[src/rtl/y86_pkg.sv]
// rtl/y86_pkg.sv - shared Y86-64 encodings, ALU functions and condition evaluation
package y86_pkg;

    localparam logic [3:0] I_HALT   = 4'h0;
    localparam logic [3:0] I_NOP    = 4'h1;
    localparam logic [3:0] I_RRMOVQ = 4'h2;
    localparam logic [3:0] I_IRMOVQ = 4'h3;
    localparam logic [3:0] I_RMMOVQ = 4'h4;
    localparam logic [3:0] I_MRMOVQ = 4'h5;
    localparam logic [3:0] I_OPQ    = 4'h6;
    localparam logic [3:0] I_JXX    = 4'h7;
    localparam logic [3:0] I_CALL   = 4'h8;
    localparam logic [3:0] I_RET    = 4'h9;
    localparam logic [3:0] I_PUSHQ  = 4'hA;
    localparam logic [3:0] I_POPQ   = 4'hB;

    typedef enum logic [1:0] {
        ALU_ADD = 2'd0,
        ALU_SUB = 2'd1,
        ALU_AND = 2'd2,
        ALU_XOR = 2'd3
    } alu_fn_e;

    localparam logic [3:0] C_YES = 4'h0;
    localparam logic [3:0] C_LE  = 4'h1;
    localparam logic [3:0] C_L   = 4'h2;
    localparam logic [3:0] C_E   = 4'h3;
    localparam logic [3:0] C_NE  = 4'h4;
    localparam logic [3:0] C_GE  = 4'h5;
    localparam logic [3:0] C_G   = 4'h6;

    localparam logic [3:0] R_RSP  = 4'h4;
    localparam logic [3:0] R_NONE = 4'hF;

    function automatic logic cond_eval(input logic [3:0] fn, input logic zf,
                                       input logic sf, input logic of);
        logic res;
        case (fn)
            C_YES:   res = 1'b1;
            C_LE:    res = (sf ^ of) | zf;
            C_L:     res = sf ^ of;
            C_E:     res = zf;
            C_NE:    res = ~zf;
            C_GE:    res = ~(sf ^ of);
            C_G:     res = ~(sf ^ of) & ~zf;
            default: res = 1'b0;
        endcase
        return res;
    endfunction

endpackage

[src/rtl/y86_fde_core_if.sv]
// rtl/y86_fde_core_if.sv - instruction, write-back and decoded-result bundle of the front end
interface y86_fde_core_if;
    logic [63:0] pc;
    logic [79:0] imem_bytes;
    logic [3:0]  wb_dstE;
    logic [3:0]  wb_dstM;
    logic [63:0] wb_valE;
    logic [63:0] wb_valM;
    logic [3:0]  icode;
    logic [3:0]  ifun;
    logic [3:0]  rA;
    logic [3:0]  rB;
    logic [63:0] valC;
    logic [63:0] valP;
    logic [63:0] valA;
    logic [63:0] valB;
    logic [63:0] valE;
    logic        zf;
    logic        sf;
    logic        of;
    logic        cnd;
    logic        imem_error;
    logic        instr_valid;
    logic        halt;

    modport master (
        output pc, imem_bytes, wb_dstE, wb_dstM, wb_valE, wb_valM,
        input  icode, ifun, rA, rB, valC, valP, valA, valB, valE,
        input  zf, sf, of, cnd, imem_error, instr_valid, halt
    );

    modport slave (
        input  pc, imem_bytes, wb_dstE, wb_dstM, wb_valE, wb_valM,
        output icode, ifun, rA, rB, valC, valP, valA, valB, valE,
        output zf, sf, of, cnd, imem_error, instr_valid, halt
    );
endinterface

[src/rtl/y86_alu.sv]
// rtl/y86_alu.sv - 64-bit Y86 ALU computing b OP a with zero/sign/overflow flags
module y86_alu
    import y86_pkg::*;
(
    input  logic [63:0] a,
    input  logic [63:0] b,
    input  alu_fn_e     fn,
    output logic [63:0] result,
    output logic        zf,
    output logic        sf,
    output logic        of
);

    always_comb begin
        result = '0;
        of     = 1'b0;
        case (fn)
            ALU_ADD: begin
                result = b + a;
                of     = (a[63] == b[63]) && (result[63] != b[63]);
            end
            ALU_SUB: begin
                result = b - a;
                of     = (a[63] != b[63]) && (result[63] != b[63]);
            end
            ALU_AND: result = b & a;
            ALU_XOR: result = b ^ a;
            default: result = '0;
        endcase
    end

    assign zf = (result == 64'd0);
    assign sf = result[63];

endmodule

[src/rtl/y86_fde_core.sv]
// rtl/y86_fde_core.sv - single-cycle Y86-64 fetch/decode/execute with register file and CC; optional Y86_INVALID_INSN_EN
module y86_fde_core
    import y86_pkg::*;
#(
    parameter int IMEM_BYTES = 1024
) (
    input logic           clk,
    input logic           rst,
    y86_fde_core_if.slave bus
);

    localparam logic [63:0] PC_LIMIT = 64'(IMEM_BYTES - 10);

    logic [7:0]  b0, b1;
    logic        imem_error, need_regids, need_valc, instr_valid, halt, cnd;
    logic [3:0]  icode, ifun, ra, rb, src_a, src_b;
    logic [63:0] val_c, val_p, val_a, val_b, val_e;
    logic [63:0] alu_a, alu_b, alu_res;
    alu_fn_e     alu_fn;
    logic        alu_zf, alu_sf, alu_of;
    logic        zf_q, sf_q, of_q;
    logic [63:0] regs [0:14];

    assign b0          = bus.imem_bytes[7:0];
    assign b1          = bus.imem_bytes[15:8];
    assign imem_error  = (bus.pc > PC_LIMIT);
    assign icode       = imem_error ? I_NOP : b0[7:4];
    assign ifun        = b0[3:0];
    assign need_regids = icode inside {I_RRMOVQ, I_IRMOVQ, I_RMMOVQ, I_MRMOVQ,
                                       I_OPQ, I_PUSHQ, I_POPQ};
    assign need_valc   = icode inside {I_IRMOVQ, I_RMMOVQ, I_MRMOVQ, I_JXX, I_CALL};
    assign ra          = need_regids ? b1[7:4] : R_NONE;
    assign rb          = need_regids ? b1[3:0] : R_NONE;
    assign val_c       = need_regids ? bus.imem_bytes[79:16] : bus.imem_bytes[71:8];
    assign val_p       = bus.pc + 64'd1 + {63'd0, need_regids} + (need_valc ? 64'd8 : 64'd0);

`ifdef Y86_INVALID_INSN_EN
    always_comb begin
        instr_valid = 1'b1;
        if (icode > I_POPQ)
            instr_valid = 1'b0;
        else if ((icode == I_RRMOVQ || icode == I_JXX) && ifun > 4'd6)
            instr_valid = 1'b0;
        else if (icode == I_OPQ && ifun > 4'd3)
            instr_valid = 1'b0;
    end
`else
    assign instr_valid = 1'b1;
`endif

    assign halt = (icode == I_HALT) | imem_error | ~instr_valid;

    always_comb begin
        src_a = R_NONE;
        src_b = R_NONE;
        case (icode)
            I_RRMOVQ, I_RMMOVQ, I_OPQ, I_PUSHQ: src_a = ra;
            I_RET, I_POPQ:                      src_a = R_RSP;
            default:                            src_a = R_NONE;
        endcase
        case (icode)
            I_IRMOVQ, I_RMMOVQ, I_MRMOVQ, I_OPQ: src_b = rb;
            I_CALL, I_RET, I_PUSHQ, I_POPQ:      src_b = R_RSP;
            default:                             src_b = R_NONE;
        endcase
    end

    assign val_a = (src_a == R_NONE) ? 64'd0 : regs[src_a];
    assign val_b = (src_b == R_NONE) ? 64'd0 : regs[src_b];

    // Stack and address arithmetic reuse the ALU adder; opq selects the function from ifun.
    always_comb begin
        alu_a  = 64'd8;
        alu_b  = val_b;
        alu_fn = ALU_ADD;
        case (icode)
            I_RMMOVQ, I_MRMOVQ: alu_a = val_c;
            I_OPQ: begin
                alu_a  = val_a;
                alu_fn = alu_fn_e'(ifun[1:0]);
            end
            I_CALL, I_PUSHQ:    alu_fn = ALU_SUB;
            default:            alu_a = 64'd8;
        endcase
    end

    y86_alu u_alu (
        .a      (alu_a),
        .b      (alu_b),
        .fn     (alu_fn),
        .result (alu_res),
        .zf     (alu_zf),
        .sf     (alu_sf),
        .of     (alu_of)
    );

    always_comb begin
        val_e = 64'd0;
        case (icode)
            I_RRMOVQ: val_e = val_a;
            I_IRMOVQ: val_e = val_c;
            I_RMMOVQ, I_MRMOVQ, I_OPQ, I_CALL, I_RET, I_PUSHQ, I_POPQ: val_e = alu_res;
            default:  val_e = 64'd0;
        endcase
        if (!instr_valid)
            val_e = 64'd0;
    end

    assign cnd = (icode == I_RRMOVQ || icode == I_JXX) ? cond_eval(ifun, zf_q, sf_q, of_q) : 1'b0;

    always_ff @(posedge clk or posedge rst) begin
        if (rst) begin
            zf_q <= 1'b1;
            sf_q <= 1'b0;
            of_q <= 1'b0;
        end else if (icode == I_OPQ && !halt) begin
            zf_q <= alu_zf;
            sf_q <= alu_sf;
            of_q <= alu_of;
        end
    end

    // The M port has priority when both write ports name the same register.
    always_ff @(posedge clk or posedge rst) begin
        if (rst) begin
            for (int i = 0; i < 15; i++)
                regs[i] <= 64'd0;
        end else begin
            for (int i = 0; i < 15; i++) begin
                if (bus.wb_dstM == 4'(i))
                    regs[i] <= bus.wb_valM;
                else if (bus.wb_dstE == 4'(i))
                    regs[i] <= bus.wb_valE;
            end
        end
    end

    assign bus.icode       = icode;
    assign bus.ifun        = ifun;
    assign bus.rA          = ra;
    assign bus.rB          = rb;
    assign bus.valC        = val_c;
    assign bus.valP        = val_p;
    assign bus.valA        = val_a;
    assign bus.valB        = val_b;
    assign bus.valE        = val_e;
    assign bus.zf          = zf_q;
    assign bus.sf          = sf_q;
    assign bus.of          = of_q;
    assign bus.cnd         = cnd;
    assign bus.imem_error  = imem_error;
    assign bus.instr_valid = instr_valid;
    assign bus.halt        = halt;

endmodule

[src/flat_wrapper.sv]
// flat-port wrapper written by rule: the top's interface ports become plain ports
module y86_fde_core_flat import y86_pkg::*;
#(
    parameter int IMEM_BYTES = 1024
)
  (clk, rst, bus_pc, bus_imem_bytes, bus_wb_dstE, bus_wb_dstM, bus_wb_valE, bus_wb_valM, bus_icode, bus_ifun, bus_rA, bus_rB, bus_valC, bus_valP, bus_valA, bus_valB, bus_valE, bus_zf, bus_sf, bus_of, bus_cnd, bus_imem_error, bus_instr_valid, bus_halt);
  y86_fde_core_if bus_i ();
  input logic clk;
  input logic rst;
  input wire logic [$bits(bus_i.pc)-1:0] bus_pc;
  input wire logic [$bits(bus_i.imem_bytes)-1:0] bus_imem_bytes;
  input wire logic [$bits(bus_i.wb_dstE)-1:0] bus_wb_dstE;
  input wire logic [$bits(bus_i.wb_dstM)-1:0] bus_wb_dstM;
  input wire logic [$bits(bus_i.wb_valE)-1:0] bus_wb_valE;
  input wire logic [$bits(bus_i.wb_valM)-1:0] bus_wb_valM;
  output wire logic [$bits(bus_i.icode)-1:0] bus_icode;
  output wire logic [$bits(bus_i.ifun)-1:0] bus_ifun;
  output wire logic [$bits(bus_i.rA)-1:0] bus_rA;
  output wire logic [$bits(bus_i.rB)-1:0] bus_rB;
  output wire logic [$bits(bus_i.valC)-1:0] bus_valC;
  output wire logic [$bits(bus_i.valP)-1:0] bus_valP;
  output wire logic [$bits(bus_i.valA)-1:0] bus_valA;
  output wire logic [$bits(bus_i.valB)-1:0] bus_valB;
  output wire logic [$bits(bus_i.valE)-1:0] bus_valE;
  output wire logic [$bits(bus_i.zf)-1:0] bus_zf;
  output wire logic [$bits(bus_i.sf)-1:0] bus_sf;
  output wire logic [$bits(bus_i.of)-1:0] bus_of;
  output wire logic [$bits(bus_i.cnd)-1:0] bus_cnd;
  output wire logic [$bits(bus_i.imem_error)-1:0] bus_imem_error;
  output wire logic [$bits(bus_i.instr_valid)-1:0] bus_instr_valid;
  output wire logic [$bits(bus_i.halt)-1:0] bus_halt;
  assign bus_i.pc = bus_pc;
  assign bus_i.imem_bytes = bus_imem_bytes;
  assign bus_i.wb_dstE = bus_wb_dstE;
  assign bus_i.wb_dstM = bus_wb_dstM;
  assign bus_i.wb_valE = bus_wb_valE;
  assign bus_i.wb_valM = bus_wb_valM;
  assign bus_icode = bus_i.icode;
  assign bus_ifun = bus_i.ifun;
  assign bus_rA = bus_i.rA;
  assign bus_rB = bus_i.rB;
  assign bus_valC = bus_i.valC;
  assign bus_valP = bus_i.valP;
  assign bus_valA = bus_i.valA;
  assign bus_valB = bus_i.valB;
  assign bus_valE = bus_i.valE;
  assign bus_zf = bus_i.zf;
  assign bus_sf = bus_i.sf;
  assign bus_of = bus_i.of;
  assign bus_cnd = bus_i.cnd;
  assign bus_imem_error = bus_i.imem_error;
  assign bus_instr_valid = bus_i.instr_valid;
  assign bus_halt = bus_i.halt;
  y86_fde_core #(.IMEM_BYTES(IMEM_BYTES)) u_core (.clk(clk), .rst(rst), .bus(bus_i));
endmodule
[config.mk]
export PLATFORM = sky130hd
export DESIGN_NAME = y86_fde_core_flat
export DESIGN_NICKNAME = d
export VERILOG_FILES = /design/src/rtl/y86_pkg.sv /design/src/rtl/y86_fde_core_if.sv /design/src/rtl/y86_alu.sv /design/src/rtl/y86_fde_core.sv /design/src/flat_wrapper.sv
export SDC_FILE = /design/constraint.sdc
export NUM_CORES = 2
export LEC_CHECK = 0
export ABC_CLOCK_PERIOD_IN_PS = 32700
export BUFFER_PORTS_ARGS = -buffer_cell sky130_fd_sc_hd__buf_2
export CAP_MARGIN = 20
export CELL_PAD_IN_SITES_DETAIL_PLACEMENT = 0
export CELL_PAD_IN_SITES_GLOBAL_PLACEMENT = 1
export CORE_MARGIN = 3
export CORE_UTILIZATION = 45
export CTS_CLUSTER_SIZE = 10
export DETAILED_ROUTE_END_ITERATION = 6
export HOLD_SLACK_MARGIN = 0.15
export PLACE_DENSITY_LB_ADDON = 0.1
export SLEW_MARGIN = 20
export SYNTH_ARGS = -nofsm -noshare
export SYNTH_HDL_FRONTEND = slang
export SYNTH_HIERARCHICAL = 1
export SYNTH_SLANG_ARGS = --single-unit
[constraint.sdc]
create_clock -name clk -period 32.7 [get_ports clk]
set_clock_uncertainty 0.2 [all_clocks]
set_input_delay 3.27 -clock clk [delete_from_list [all_inputs] [get_ports clk]]
set_output_delay 3.27 -clock clk [all_outputs]
set_load 0.02 [all_outputs]
==> impl_metrics.tcl <==
set metrics [dict create \
    synth-edff-count 0 \
    maxSlewViolCount 0 \
    path_clk_slew_ps 60 \
    grt_pass1_vias 77592 \
    synth_area_mm2 0.0775 \
    drive_gt1_share_pct 14.2 \
    post-route-period-util_pct 52.8 \
    totalWireLength_um 429000 \
    clock-sinks 963 \
    root_buffer "clkbuf_16" \
    rsz0062_at_grt "no" \
    ys_ff_latch 963 \
    min_path_type "reg -> reg" \
    cts_buffers 110 \
    ys_warn_count 6 \
    cts_max_level 3 \
    maxCapViolCount 0 \
    syn2layout_area_growth_pct 10.2 \
    ys_seq_area_share_pct 31.1 \
    ios 625 \
    synth.avg_cell_area_um2 8.06 \
    cpMaxStageDelayCell "and3_4" \
    initial_core_util_pct 45.5 \
    placedCellCount 11775 \
    tns_ps 0 \
    gp_congestion 1.05 \
    maxSlewHeadroom_pct 13.5 \
    timing.fmax_ghz 0.0580 \
    die_x_um 421 \
    synthCells 9618 \
    power.leakage_nw 35.1 \
    layout.cells.most_common "nand2_1" \
    track_usage_pct 46.2 \
    crit_path_end_kind "primary output" \
    grt-ovfl-total 0 \
    required_ps 29230 \
    place_area_mm2 0.0821 \
    rows 151 \
    clk_latency_ps 790 \
    drtIter0Drc 12492 \
    cp_max_fo 43 \
    setup_viol_count_final 0 \
    slowest_delay_ps 990 \
    ir_drop_uv 46.8 \
    synthFlopType "dfrtp_1" \
    stdcell_area_mm2 0.0854 \
    post_cts_resized 0 \
    grt_max_degree 135 \
    stdcell_count 11986 \
    dp_hpwl_um 277000 \
    synth_cell_types 106 \
    timing.final.hold_violations 0 \
    async_flop_share_pct 100 \
    power-per-cell-area_mw_per_mm2 44.0 \
    worstSetupPathType "in -> out" \
    die_h_um 421 \
    route.vias.total 83403 \
    path_cells "buf_2, nor4_1, nand4_1, nor3_4, buf_4, buf_4, and3_4, buf_4, buf_4, mux2i_1, mux2_2, ha_1, nand4_1, nor4_1, nand3_1, a211oi_1, nor3_1, o211ai_1, o31ai_1, a221oi_1, inv_1, a22oi_1, o31ai_1, buf_2" \
    finalPower_mw 3.76 \
    syn_nets 10033 \
    status "completed" \
    crit_path_start_kind "input port" \
    final_cell_mix "1,719 x nand2_1, 1,110 x mux2i_1, 962 x dfrtp_1" \
    routed_via_density 6.96 \
    detail-route-antenna-nets 0 \
    path_common_cell "buf_4" \
    wl_per_cell_um 35.8 \
    cts_tree "done" \
    cts_max_path_buffers 3 \
    tightest_slew_ps 1300 \
    coreArea_mm2 0.170 \
    antenna_found_initial 62 \
    dieArea_mm2 0.177 \
    io_buffers 623 \
    fill_cells 16418 \
    grt_pass1_wl_um 601000 \
    cp.arrival_ps 13780 \
    postCtsSetupRepairBufs 0 \
    drc_errors 0 \
    cts_hold_buf 0 \
    firstDrtPassIters 7 \
    fin_nets 10008 \
    fin_crit_ps 17250 \
    whs_ps 390 \
]
-- critical path, delay by kind of cell --
kind | cells | cell delay [ps]
AO/OA/AOI/OAI | 6 | 2150
buffers and inverters | 7 | 2920
AND/OR/NAND/NOR | 8 | 3950
adder cells (fa/ha/maj) | 1 | 680
multiplexers | 2 | 730
-- metal layers --
layer	share of wire [%]	wire length (um)	vias to the layer above	GRT usage, %
met5	0.076	327	-	0.833
met4	6.5	27800	18	27.1
met3	14	60500	1458	18.9
met2	41	177000	6291	65.5
met1	38	163000	40600	58.7
li1	-	-	35036	-
-- path summary, 6_finish.rpt --
| kind | startpoint | endpoint | slack [ps] | cells past startpoint |
|---|---|---|---|---|
| min in group asynchronous | rst | u_core/regs[400] | 2510 | 2 |
| max reg2reg | u_core/regs[155] | u_core/bus.zf | 24280 | 21 |
| min | u_core/regs[269] | u_core/regs[269] | 390 | 2 |
| max in group asynchronous | rst | u_core/bus.sf | 26340 | 5 |
| min reg2reg | u_core/regs[269] | u_core/regs[269] | 390 | 2 |
| max | bus_pc[61] | bus_valE[50] | 15450 | 24 |
-- through the flow --
stage / setup slack (ps) / utilization, %
final: 15450 / 50.2
after floorplan: 2140 / -
after detailed placement: 16070 / 48.2
after CTS: 16030 / 50.1
after global placement: 16090 / 48.2
after global routing: 15610 / 50.1
-- final cells by class --
cell class	count	area [um^2]	share of cell area, %
multi-input cells	7509	49500	58.0
well taps	2295	2870	3.36
flip-flops and latches	963	24100	28.2
clock buffers	152	3090	3.61
clock inverters	5	50.0	0.0586
repair buffers	852	5040	5.90
diodes	53	133	0.155
inverters	157	602	0.705
-- where the power goes --
part / total [mW] / switching, mW / internal (mW) / leakage [nW]
combinational: 0.909 / 0.526 / 0.383 / 22.1
clock: 1.17 / 0.528 / 0.643 / 1.52
sequential: 1.68 / 0.220 / 1.46 / 11.6
total: 3.76 / 1.27 / 2.48 / 35.1
-- state kept, by name, summed over array words and instances, names as in the netlist --
register       cells
u_core/bus.of      1
u_core/bus.sf      1
u_core/bus.zf      1
u_core/regs      960
-- synthesized netlist by cell type (all sizes together) (69+ instances only) --
cell,number,area [um^2]
o221ai,135,1190
inv,155,582
mux2,262,2950
a31oi,93,582
a21oi,574,2880
mux2i,1110,11100
a22oi,74,556
nand2b,94,588
buf,135,637
o21bai,148,1110
ha,131,1640
nor4,130,862
a221o,130,1300
a221oi,80,701
a211oi,88,661
clkbuf,854,3210
nand3,142,711
a21boi,69,518
xnor2,71,622
nand2,1722,6460
and3,90,563
nor3,85,452
nor2,583,2200
nand4,70,438
dfrtp,962,24100
o21ai,832,4170
a311oi,73,639
o31ai,174,1320
-- kinds of logic (layout without fill, tap and decap cells) --
group | after synthesis | after routing | share of synthesized area (%)
buf+inv | 1146 | 1166 | 5.72
simple gates | 3046 | 3046 | 17.0
flops | 963 | 963 | 31.1
xor+xnor | 91 | 91 | 1.03
other cells | 1 | 54 | 0.00484
compound gates | 2866 | 2866 | 24.8
mux | 1372 | 1372 | 18.1
fa+ha+maj | 133 | 133 | 2.17
Power figures use the tool's default switching activity.
